==> src/rtl/nes_mem_pkg.sv <==
// nes_mem_pkg: shared types and default widths for the NES memory arbiter.
//   state_t : arbiter FSM states (IDLE, REQ)
//   owner_t : which requester owns the backend transaction
//   slot_t  : one pending request at the core's default widths
package nes_mem_pkg;
   localparam int DEF_ADDR_W = 22;
   localparam int DEF_DATA_W = 8;
   typedef enum logic {IDLE, REQ} state_t;
   typedef enum logic {OWN_CPU, OWN_PPU} owner_t;
   typedef struct packed {
      logic                  valid;
      logic [DEF_ADDR_W-1:0] addr;
      logic                  we;
      logic [DEF_DATA_W-1:0] wdata;
   } slot_t;
endpackage

==> src/rtl/nes_mem_slot.sv <==
// nes_mem_slot: one requester's pending-request slot.
//   clk, reset (sync, active-low)
//   load, load_addr, load_we, load_wdata : strobe and its request
//   servicing : the arbiter is currently running this slot's transaction
//   complete  : that transaction is acked this cycle
//   valid, addr, we, wdata : slot contents
//   overrun   : sticky, a strobe overwrote a request that was never issued
module nes_mem_slot
   import nes_mem_pkg::*;
#(
   parameter int ADDR_W = DEF_ADDR_W,
   parameter int DATA_W = DEF_DATA_W
) (
   input  logic              clk,
   input  logic              reset,
   input  logic              load,
   input  logic [ADDR_W-1:0] load_addr,
   input  logic              load_we,
   input  logic [DATA_W-1:0] load_wdata,
   input  logic              servicing,
   input  logic              complete,
   output logic              valid,
   output logic [ADDR_W-1:0] addr,
   output logic              we,
   output logic [DATA_W-1:0] wdata,
   output logic              overrun
);
   // Set when a new request lands while this slot's previous one is in flight,
   // so the completion must not clear valid for the queued request.
   logic requeued;
   always_ff @(posedge clk) begin
      if (!reset) begin
         valid    <= 1'b0;
         requeued <= 1'b0;
         addr     <= '0;
         we       <= 1'b0;
         wdata    <= '0;
         overrun  <= 1'b0;
      end else begin
         if (load) begin
            addr  <= load_addr;
            we    <= load_we;
            wdata <= load_wdata;
         end
         valid    <= load | (valid & ~(complete & ~requeued));
         requeued <= complete ? 1'b0 : (requeued | (load & servicing));
         overrun  <= overrun | (load & valid & ~servicing);
      end
   end
endmodule

==> src/rtl/nes_mem_arbiter.sv <==
// nes_mem_arbiter: serialises NES CPU/PPU memory strobes onto one req/ack backend.
//   clk, reset (sync, active-low)
//   memory_addr, memory_read_cpu, memory_write, memory_read_ppu, memory_dout : core strobes
//   memory_din_cpu, memory_din_ppu : last read data per requester, held
//   mem_req, mem_we, mem_addr, mem_wdata, mem_ack, mem_rdata : backend handshake
//   busy : work pending; err_overlap, err_overrun[1:0] : sticky error flags
module nes_mem_arbiter
   import nes_mem_pkg::*;
#(
   parameter int ADDR_W = DEF_ADDR_W,
   parameter int DATA_W = DEF_DATA_W
) (
   input  logic              clk,
   input  logic              reset,
   input  logic [ADDR_W-1:0] memory_addr,
   input  logic              memory_read_cpu,
   input  logic              memory_write,
   input  logic              memory_read_ppu,
   input  logic [DATA_W-1:0] memory_dout,
   output logic [DATA_W-1:0] memory_din_cpu,
   output logic [DATA_W-1:0] memory_din_ppu,
   output logic              mem_req,
   output logic              mem_we,
   output logic [ADDR_W-1:0] mem_addr,
   output logic [DATA_W-1:0] mem_wdata,
   input  logic              mem_ack,
   input  logic [DATA_W-1:0] mem_rdata,
   output logic              busy,
   output logic              err_overlap,
   output logic [1:0]        err_overrun
);
   state_t state, state_nxt;
   owner_t owner, sel_owner;
   logic cpu_strobe, ppu_load, overlap;
   logic cpu_serv, ppu_serv, issue, done;
   logic cpu_valid, cpu_we, cpu_ovr, ppu_valid, ppu_we, ppu_ovr;
   logic [ADDR_W-1:0] cpu_addr, ppu_addr, sel_addr;
   logic [DATA_W-1:0] cpu_wdata, ppu_wdata, sel_wdata;
   logic sel_we;

   // A write wins over a simultaneous CPU read; a PPU strobe colliding with
   // any CPU strobe is dropped.
   assign cpu_strobe = memory_read_cpu | memory_write;
   assign ppu_load   = memory_read_ppu & ~cpu_strobe;
   assign overlap    = memory_read_ppu & cpu_strobe;
   assign cpu_serv   = (state == REQ) && (owner == OWN_CPU);
   assign ppu_serv   = (state == REQ) && (owner == OWN_PPU);

   nes_mem_slot #(.ADDR_W(ADDR_W), .DATA_W(DATA_W)) u_cpu_slot (
      .clk        (clk),
      .reset      (reset),
      .load       (cpu_strobe),
      .load_addr  (memory_addr),
      .load_we    (memory_write),
      .load_wdata (memory_dout),
      .servicing  (cpu_serv),
      .complete   (cpu_serv & mem_ack),
      .valid      (cpu_valid),
      .addr       (cpu_addr),
      .we         (cpu_we),
      .wdata      (cpu_wdata),
      .overrun    (cpu_ovr)
   );

   nes_mem_slot #(.ADDR_W(ADDR_W), .DATA_W(DATA_W)) u_ppu_slot (
      .clk        (clk),
      .reset      (reset),
      .load       (ppu_load),
      .load_addr  (memory_addr),
      .load_we    (1'b0),
      .load_wdata ('0),
      .servicing  (ppu_serv),
      .complete   (ppu_serv & mem_ack),
      .valid      (ppu_valid),
      .addr       (ppu_addr),
      .we         (ppu_we),
      .wdata      (ppu_wdata),
      .overrun    (ppu_ovr)
   );

   always_ff @(posedge clk) begin
      if (!reset) state <= IDLE;
      else        state <= state_nxt;
   end

   always_comb begin
      state_nxt = (state == IDLE) ? ((ppu_valid | cpu_valid) ? REQ : IDLE)
                                  : (mem_ack ? IDLE : REQ);
   end

   // PPU has priority whenever its slot is pending.
   always_comb begin
      issue     = (state == IDLE) && (ppu_valid || cpu_valid);
      done      = (state == REQ) && mem_ack;
      sel_owner = ppu_valid ? OWN_PPU : OWN_CPU;
      sel_addr  = ppu_valid ? ppu_addr : cpu_addr;
      sel_we    = ppu_valid ? ppu_we : cpu_we;
      sel_wdata = ppu_valid ? ppu_wdata : cpu_wdata;
   end

   always_ff @(posedge clk) begin
      if (!reset) begin
         mem_req        <= 1'b0;
         mem_we         <= 1'b0;
         mem_addr       <= '0;
         mem_wdata      <= '0;
         owner          <= OWN_CPU;
         memory_din_cpu <= '0;
         memory_din_ppu <= '0;
         err_overlap    <= 1'b0;
      end else begin
         err_overlap <= err_overlap | overlap;
         if (issue) begin
            mem_req   <= 1'b1;
            owner     <= sel_owner;
            mem_addr  <= sel_addr;
            mem_we    <= sel_we;
            mem_wdata <= sel_wdata;
         end else if (done) begin
            mem_req <= 1'b0;
            if (!mem_we && owner == OWN_CPU) memory_din_cpu <= mem_rdata;
            if (!mem_we && owner == OWN_PPU) memory_din_ppu <= mem_rdata;
         end
      end
   end

   assign busy        = cpu_valid | ppu_valid | (state != IDLE);
   assign err_overrun = {ppu_ovr, cpu_ovr};
endmodule

==> config.mk <==
export PLATFORM = sky130hd
export DESIGN_NAME = nes_mem_arbiter
export DESIGN_NICKNAME = d
export VERILOG_FILES = /design/src/rtl/nes_mem_pkg.sv /design/src/rtl/nes_mem_slot.sv /design/src/rtl/nes_mem_arbiter.sv
export SDC_FILE = /design/constraint.sdc
export NUM_CORES = 1
export LEC_CHECK = 0
export BUFFER_PORTS_ARGS = -buffer_cell sky130_fd_sc_hd__buf_2
export CORE_MARGIN = 4
export CORE_UTILIZATION = 30
export CTS_BUF_LIST = sky130_fd_sc_hd__clkbuf_16
export CTS_CLUSTER_DIAMETER = 60
export DETAILED_ROUTE_END_ITERATION = 8
export PLACE_DENSITY = 0.58
export SYNTH_ARGS = -nofsm -noshare
export SYNTH_HDL_FRONTEND = slang
export SYNTH_HIERARCHICAL = 1
export SYNTH_SLANG_ARGS = --single-unit
==> constraint.sdc <==
create_clock -name clk -period 1.71 [get_ports clk]
set_input_delay 0.0855 -clock clk [delete_from_list [all_inputs] [get_ports clk]]
set_output_delay 0.0855 -clock clk [all_outputs]
set_load 0.005 [all_outputs]
==> impl_metrics.prom <==
# TYPE chip_impl_metric gauge
chip_impl_info{name="status",value="finished, final reports clean"} 1
chip_impl_metric{name="cts_sinks",unit=""} 119
chip_impl_metric{name="synth_edf_count",unit=""} 0
chip_impl_metric{name="place.port_buffers",unit=""} 95
chip_impl_metric{name="grt_pass1_wl",unit="µm"} 19400
chip_impl_metric{name="critical_path_arrival",unit="ns"} 1.40
chip_impl_metric{name="synth.cell_area",unit="mm²"} 0.00478
chip_impl_metric{name="highest_cell_delay_on_the_worst_timing_path",unit="ns"} 0.44
chip_impl_metric{name="area_used_by_sequential_logic_in_the_layout",unit="mm²"} 0.00238
chip_impl_metric{name="htreeDepth",unit=""} 4
chip_impl_info{name="cpLargestDelayFamily",value="simple AND/OR/NAND/NOR gates"} 1
chip_impl_metric{name="power_density_over_the_cells",unit="mW/mm²"} 1120
chip_impl_metric{name="flow.area_growth_from_synthesis",unit="%"} 33.1
chip_impl_metric{name="cts_buffers",unit=""} 17
chip_impl_metric{name="worst_clock_skew",unit="ns"} 0.00606
chip_impl_metric{name="critical_path.max_fanout",unit=""} 9
chip_impl_metric{name="design.die.area",unit="mm²"} 0.0180
chip_impl_info{name="worstSetupEndpointType",value="output port"} 1
chip_impl_metric{name="worstMarginPinSlew",unit="ns"} 0.678
chip_impl_metric{name="power.total",unit="mW"} 7.10
chip_impl_metric{name="synth_sequential_area_ratio",unit="%"} 49.8
chip_impl_metric{name="worst-endpoint-required",unit="ns"} 1.62
chip_impl_metric{name="coreArea",unit="mm²"} 0.0154
chip_impl_metric{name="num-fill-cells",unit=""} 1541
chip_impl_metric{name="final_min_period_over_clock_period",unit="%"} 87.1
chip_impl_metric{name="pin_count",unit=""} 96
chip_impl_metric{name="cts.reportedPaths.clkPinSlew",unit="ns"} 0.05
chip_impl_info{name="cts_tree",value="built"} 1
chip_impl_metric{name="cts_hold_repair.buffers",unit=""} 42
chip_impl_metric{name="final_nets",unit=""} 607
chip_impl_info{name="ctsRootBufferMaster",value="sky130_fd_sc_hd__clkbuf_16"} 1
chip_impl_metric{name="timing_max_transition_violations_final",unit=""} 0
chip_impl_info{name="ys.flop_type",value="sky130_fd_sc_hd__dfxtp_1"} 1
chip_impl_metric{name="die-height",unit="µm"} 134
chip_impl_metric{name="multiInputGateArea",unit="mm²"} 0.00213
chip_impl_metric{name="finalCoreUtilization",unit="%"} 41.3
chip_impl_metric{name="routed_vias_inst",unit=""} 4.47
chip_impl_metric{name="grt_pass1_vias",unit=""} 3813
chip_impl_metric{name="route.detailed.drc",unit=""} 0
chip_impl_metric{name="rows",unit=""} 45
chip_impl_metric{name="synthDistinctLibCells",unit=""} 31
chip_impl_metric{name="global_routing_usage_summed_across_all_routing_layers",unit="%"} 13.7
chip_impl_metric{name="cts_repair_resize_count",unit=""} 0
chip_impl_metric{name="vias",unit=""} 3510
chip_impl_info{name="cpMaxStageDelayCell",value="sky130_fd_sc_hd__or3_1"} 1
chip_impl_metric{name="postSynthAreaPerCell",unit="µm²"} 11.4
chip_impl_info{name="start_kind",value="flip-flop"} 1
chip_impl_metric{name="fin_tns_setup",unit="ns"} 0
chip_impl_metric{name="layout-drive-gt1-share",unit="%"} 26.1
chip_impl_info{name="worst_path_cell_chain",value="or3_1, buf_2"} 1
chip_impl_metric{name="ant_nets",unit=""} 0
chip_impl_metric{name="floorplan.initialDensity",unit="%"} 31.0
chip_impl_metric{name="synth-seq-cells",unit=""} 119
chip_impl_info{name="hp-class",value="in2reg"} 1
chip_impl_metric{name="clock_insertion_delay_worst_skew",unit="ns"} 0.41
chip_impl_metric{name="setup_viol",unit=""} 0
chip_impl_metric{name="hpwlAfterDp",unit="µm"} 7400
chip_impl_metric{name="dr.pass1.iters",unit=""} 4
chip_impl_metric{name="postSynth.asyncResetShare",unit="%"} 0
chip_impl_metric{name="routed_wl",unit="µm"} 11700
chip_impl_metric{name="ir_drop",unit="V"} 0.000674
chip_impl_metric{name="fp.dieW",unit="µm"} 134
chip_impl_metric{name="antenna_cells",unit=""} 0
chip_impl_metric{name="hold_viol_final",unit=""} 0
chip_impl_metric{name="postCtsSetupRepairBufs",unit=""} 0
chip_impl_metric{name="detailedRoute.firstIterationViolations",unit=""} 76
chip_impl_metric{name="gp_congestion",unit=""} 0.705
chip_impl_metric{name="fmaxAchievable",unit="MHz"} 672
chip_impl_metric{name="cts_buffer_depth",unit=""} 2
chip_impl_metric{name="finalWorstPathRequiredPeriod",unit="ns"} 1.49
chip_impl_metric{name="initial_antenna_violation_count",unit=""} 0
chip_impl_info{name="unrepaired_setup_endpoints_after_global_routing",value="false"} 1
chip_impl_metric{name="synth-warning-count",unit=""} 6
chip_impl_metric{name="grt_max_degree",unit=""} 64
chip_impl_metric{name="setup_slack",unit="ns"} 0.221
chip_impl_metric{name="critPathBufInv",unit=""} 1
chip_impl_metric{name="pre_cts_worst_setup_slack",unit="ns"} 0.290
chip_impl_info{name="worst-setup-path-type",value="reg2out"} 1
chip_impl_metric{name="grt_overflow_total",unit=""} 0
chip_impl_metric{name="power_leakage",unit="nW"} 2.68
chip_impl_metric{name="max-cap-violations",unit=""} 0
chip_impl_metric{name="netlist_instances",unit=""} 420
chip_impl_metric{name="drt-wirelength-per-cell",unit="µm"} 14.9
chip_impl_metric{name="worst_slew_margin_rel",unit="%"} 54.8
==> registers in the layout, indices dropped and copies added, names as in the netlist <==
register and flops:
u_cpu_slot/wdata 8, state 1, mem_addr 22, u_cpu_slot/overrun 1, u_cpu_slot/addr 22, u_cpu_slot/valid 1
u_ppu_slot/overrun 1, u_ppu_slot/valid 1, u_ppu_slot/we 1, u_ppu_slot/addr 22, mem_req 1, mem_we 1
mem_wdata 8, u_ppu_slot/requeued 1, memory_din_ppu 8, u_ppu_slot/wdata 8, u_cpu_slot/requeued 1, u_cpu_slot/we 1
memory_din_cpu 8, owner 1, err_overlap 1
==> through the flow <==
step                      cell area [µm²]  hold slack (ns)  instances
after floorplan                      4810            0.214        428
after global placement               5380            0.341        713
after detailed placement             5380            0.339        713
after CTS                            6360           0.0364        786
after global routing                 6360           0.0877        786
final                                6360           0.0632        786
==> cells in the mapped netlist, types with 2 or more instances <==
master	instances	share of area, %
sky130_fd_sc_hd__buf_2	11	1.2
sky130_fd_sc_hd__nand2_1	14	1.1
sky130_fd_sc_hd__buf_12	6	2.5
sky130_fd_sc_hd__buf_6	6	1.4
sky130_fd_sc_hd__and3_1	2	0.26
sky130_fd_sc_hd__dfxtp_1	119	50
sky130_fd_sc_hd__o21ai_0	19	2.0
sky130_fd_sc_hd__buf_4	3	0.47
sky130_fd_sc_hd__a21oi_1	5	0.52
sky130_fd_sc_hd__nand4b_1	3	0.55
sky130_fd_sc_hd__o2bb2ai_1	21	3.8
sky130_fd_sc_hd__mux2i_1	93	19
sky130_fd_sc_hd__clkbuf_1	7	0.55
sky130_fd_sc_hd__nor2_1	5	0.39
sky130_fd_sc_hd__nor2b_1	63	8.2
sky130_fd_sc_hd__inv_1	3	0.24
sky130_fd_sc_hd__nor3b_2	2	0.52
sky130_fd_sc_hd__nor3b_1	2	0.31
sky130_fd_sc_hd__o2bb2ai_2	9	2.8
sky130_fd_sc_hd__nand3_1	16	1.7
==> layout make-up <==
| class | instances | area share (%) |
|---|---|---|
| Sequential cell | 119 | 37.4 |
| Multi-Input combinational cell | 272 | 33.5 |
| Clock inverter | 14 | 2.24 |
| Tap cell | 211 | 4.15 |
| Clock buffer | 17 | 6.68 |
| Inverter | 3 | 0.177 |
| Timing Repair Buffer | 150 | 15.8 |
==> worst register-to-register path: stages, from the launching register on <==
cell and delay (ns):
sky130_fd_sc_hd__dfxtp_1 0.47, sky130_fd_sc_hd__o21bai_4 0.19, sky130_fd_sc_hd__and2_2 0.16, sky130_fd_sc_hd__buf_4 0.33
sky130_fd_sc_hd__o2bb2ai_1 0.17
==> cells in the final DEF, fill, tap and decap left out, drive strengths merged, types with 2 or more instances in the layout <==
cell type	n
nor2b	63
o21ai	19
conb	9
and2	2
nand4b	3
mux2i	93
nand2	14
dlygate4sd3	42
nand3	16
o2bb2ai	31
clkinv	8
inv	5
buf	108
and3	2
nor3b	4
a21oi	5
clkbuf	17
bufinv	3
dfxtp	119
nor2	5
or2	2
==> power by group <==
| group | switching, mW | internal, mW | total (mW) |
|---|---|---|---|
| Clock | 1.21 | 2.24 | 3.45 |
| Sequential | 0.0869 | 2.91 | 3.00 |
| Combinational | 0.317 | 0.337 | 0.654 |
| Total | 1.61 | 5.49 | 7.10 |
==> kinds of logic (layout without fill, tap and decap cells) <==
group	after synthesis	after routing	synth area share (%)
flops	119	119	49.8
mux	93	93	19.5
other cells	1	9	0.0784
compound gates	56	56	10.2
simple gates	114	114	14.1
buf+inv	37	184	6.41
==> path summary, 6_finish.rpt <==
kind                                  from                       endpoint  slack, ns  depth (start not counted)
max            u_ppu_slot/valid$_SDFF_PN0_                           busy       0.22                          2
min                                mem_ack           mem_req$_SDFFE_PN0P_       0.06                          4
max reg2reg               state$_SDFF_PN0_       mem_addr[4]$_SDFFE_PN0P_       0.31                          4
min reg2reg  u_ppu_slot/overrun$_SDFF_PN0_  u_ppu_slot/overrun$_SDFF_PN0_       0.44                          2
==> per-layer routing <==
metal	share of wire (%)	GRT usage, %	vias up
met1	45	16.5	1687
met2	48	22.7	77
met3	5.6	5.66	7
met5	0	0	-
met4	0.82	3.85	0
li1	-	-	1739
Power figures use the tool's default switching activity.
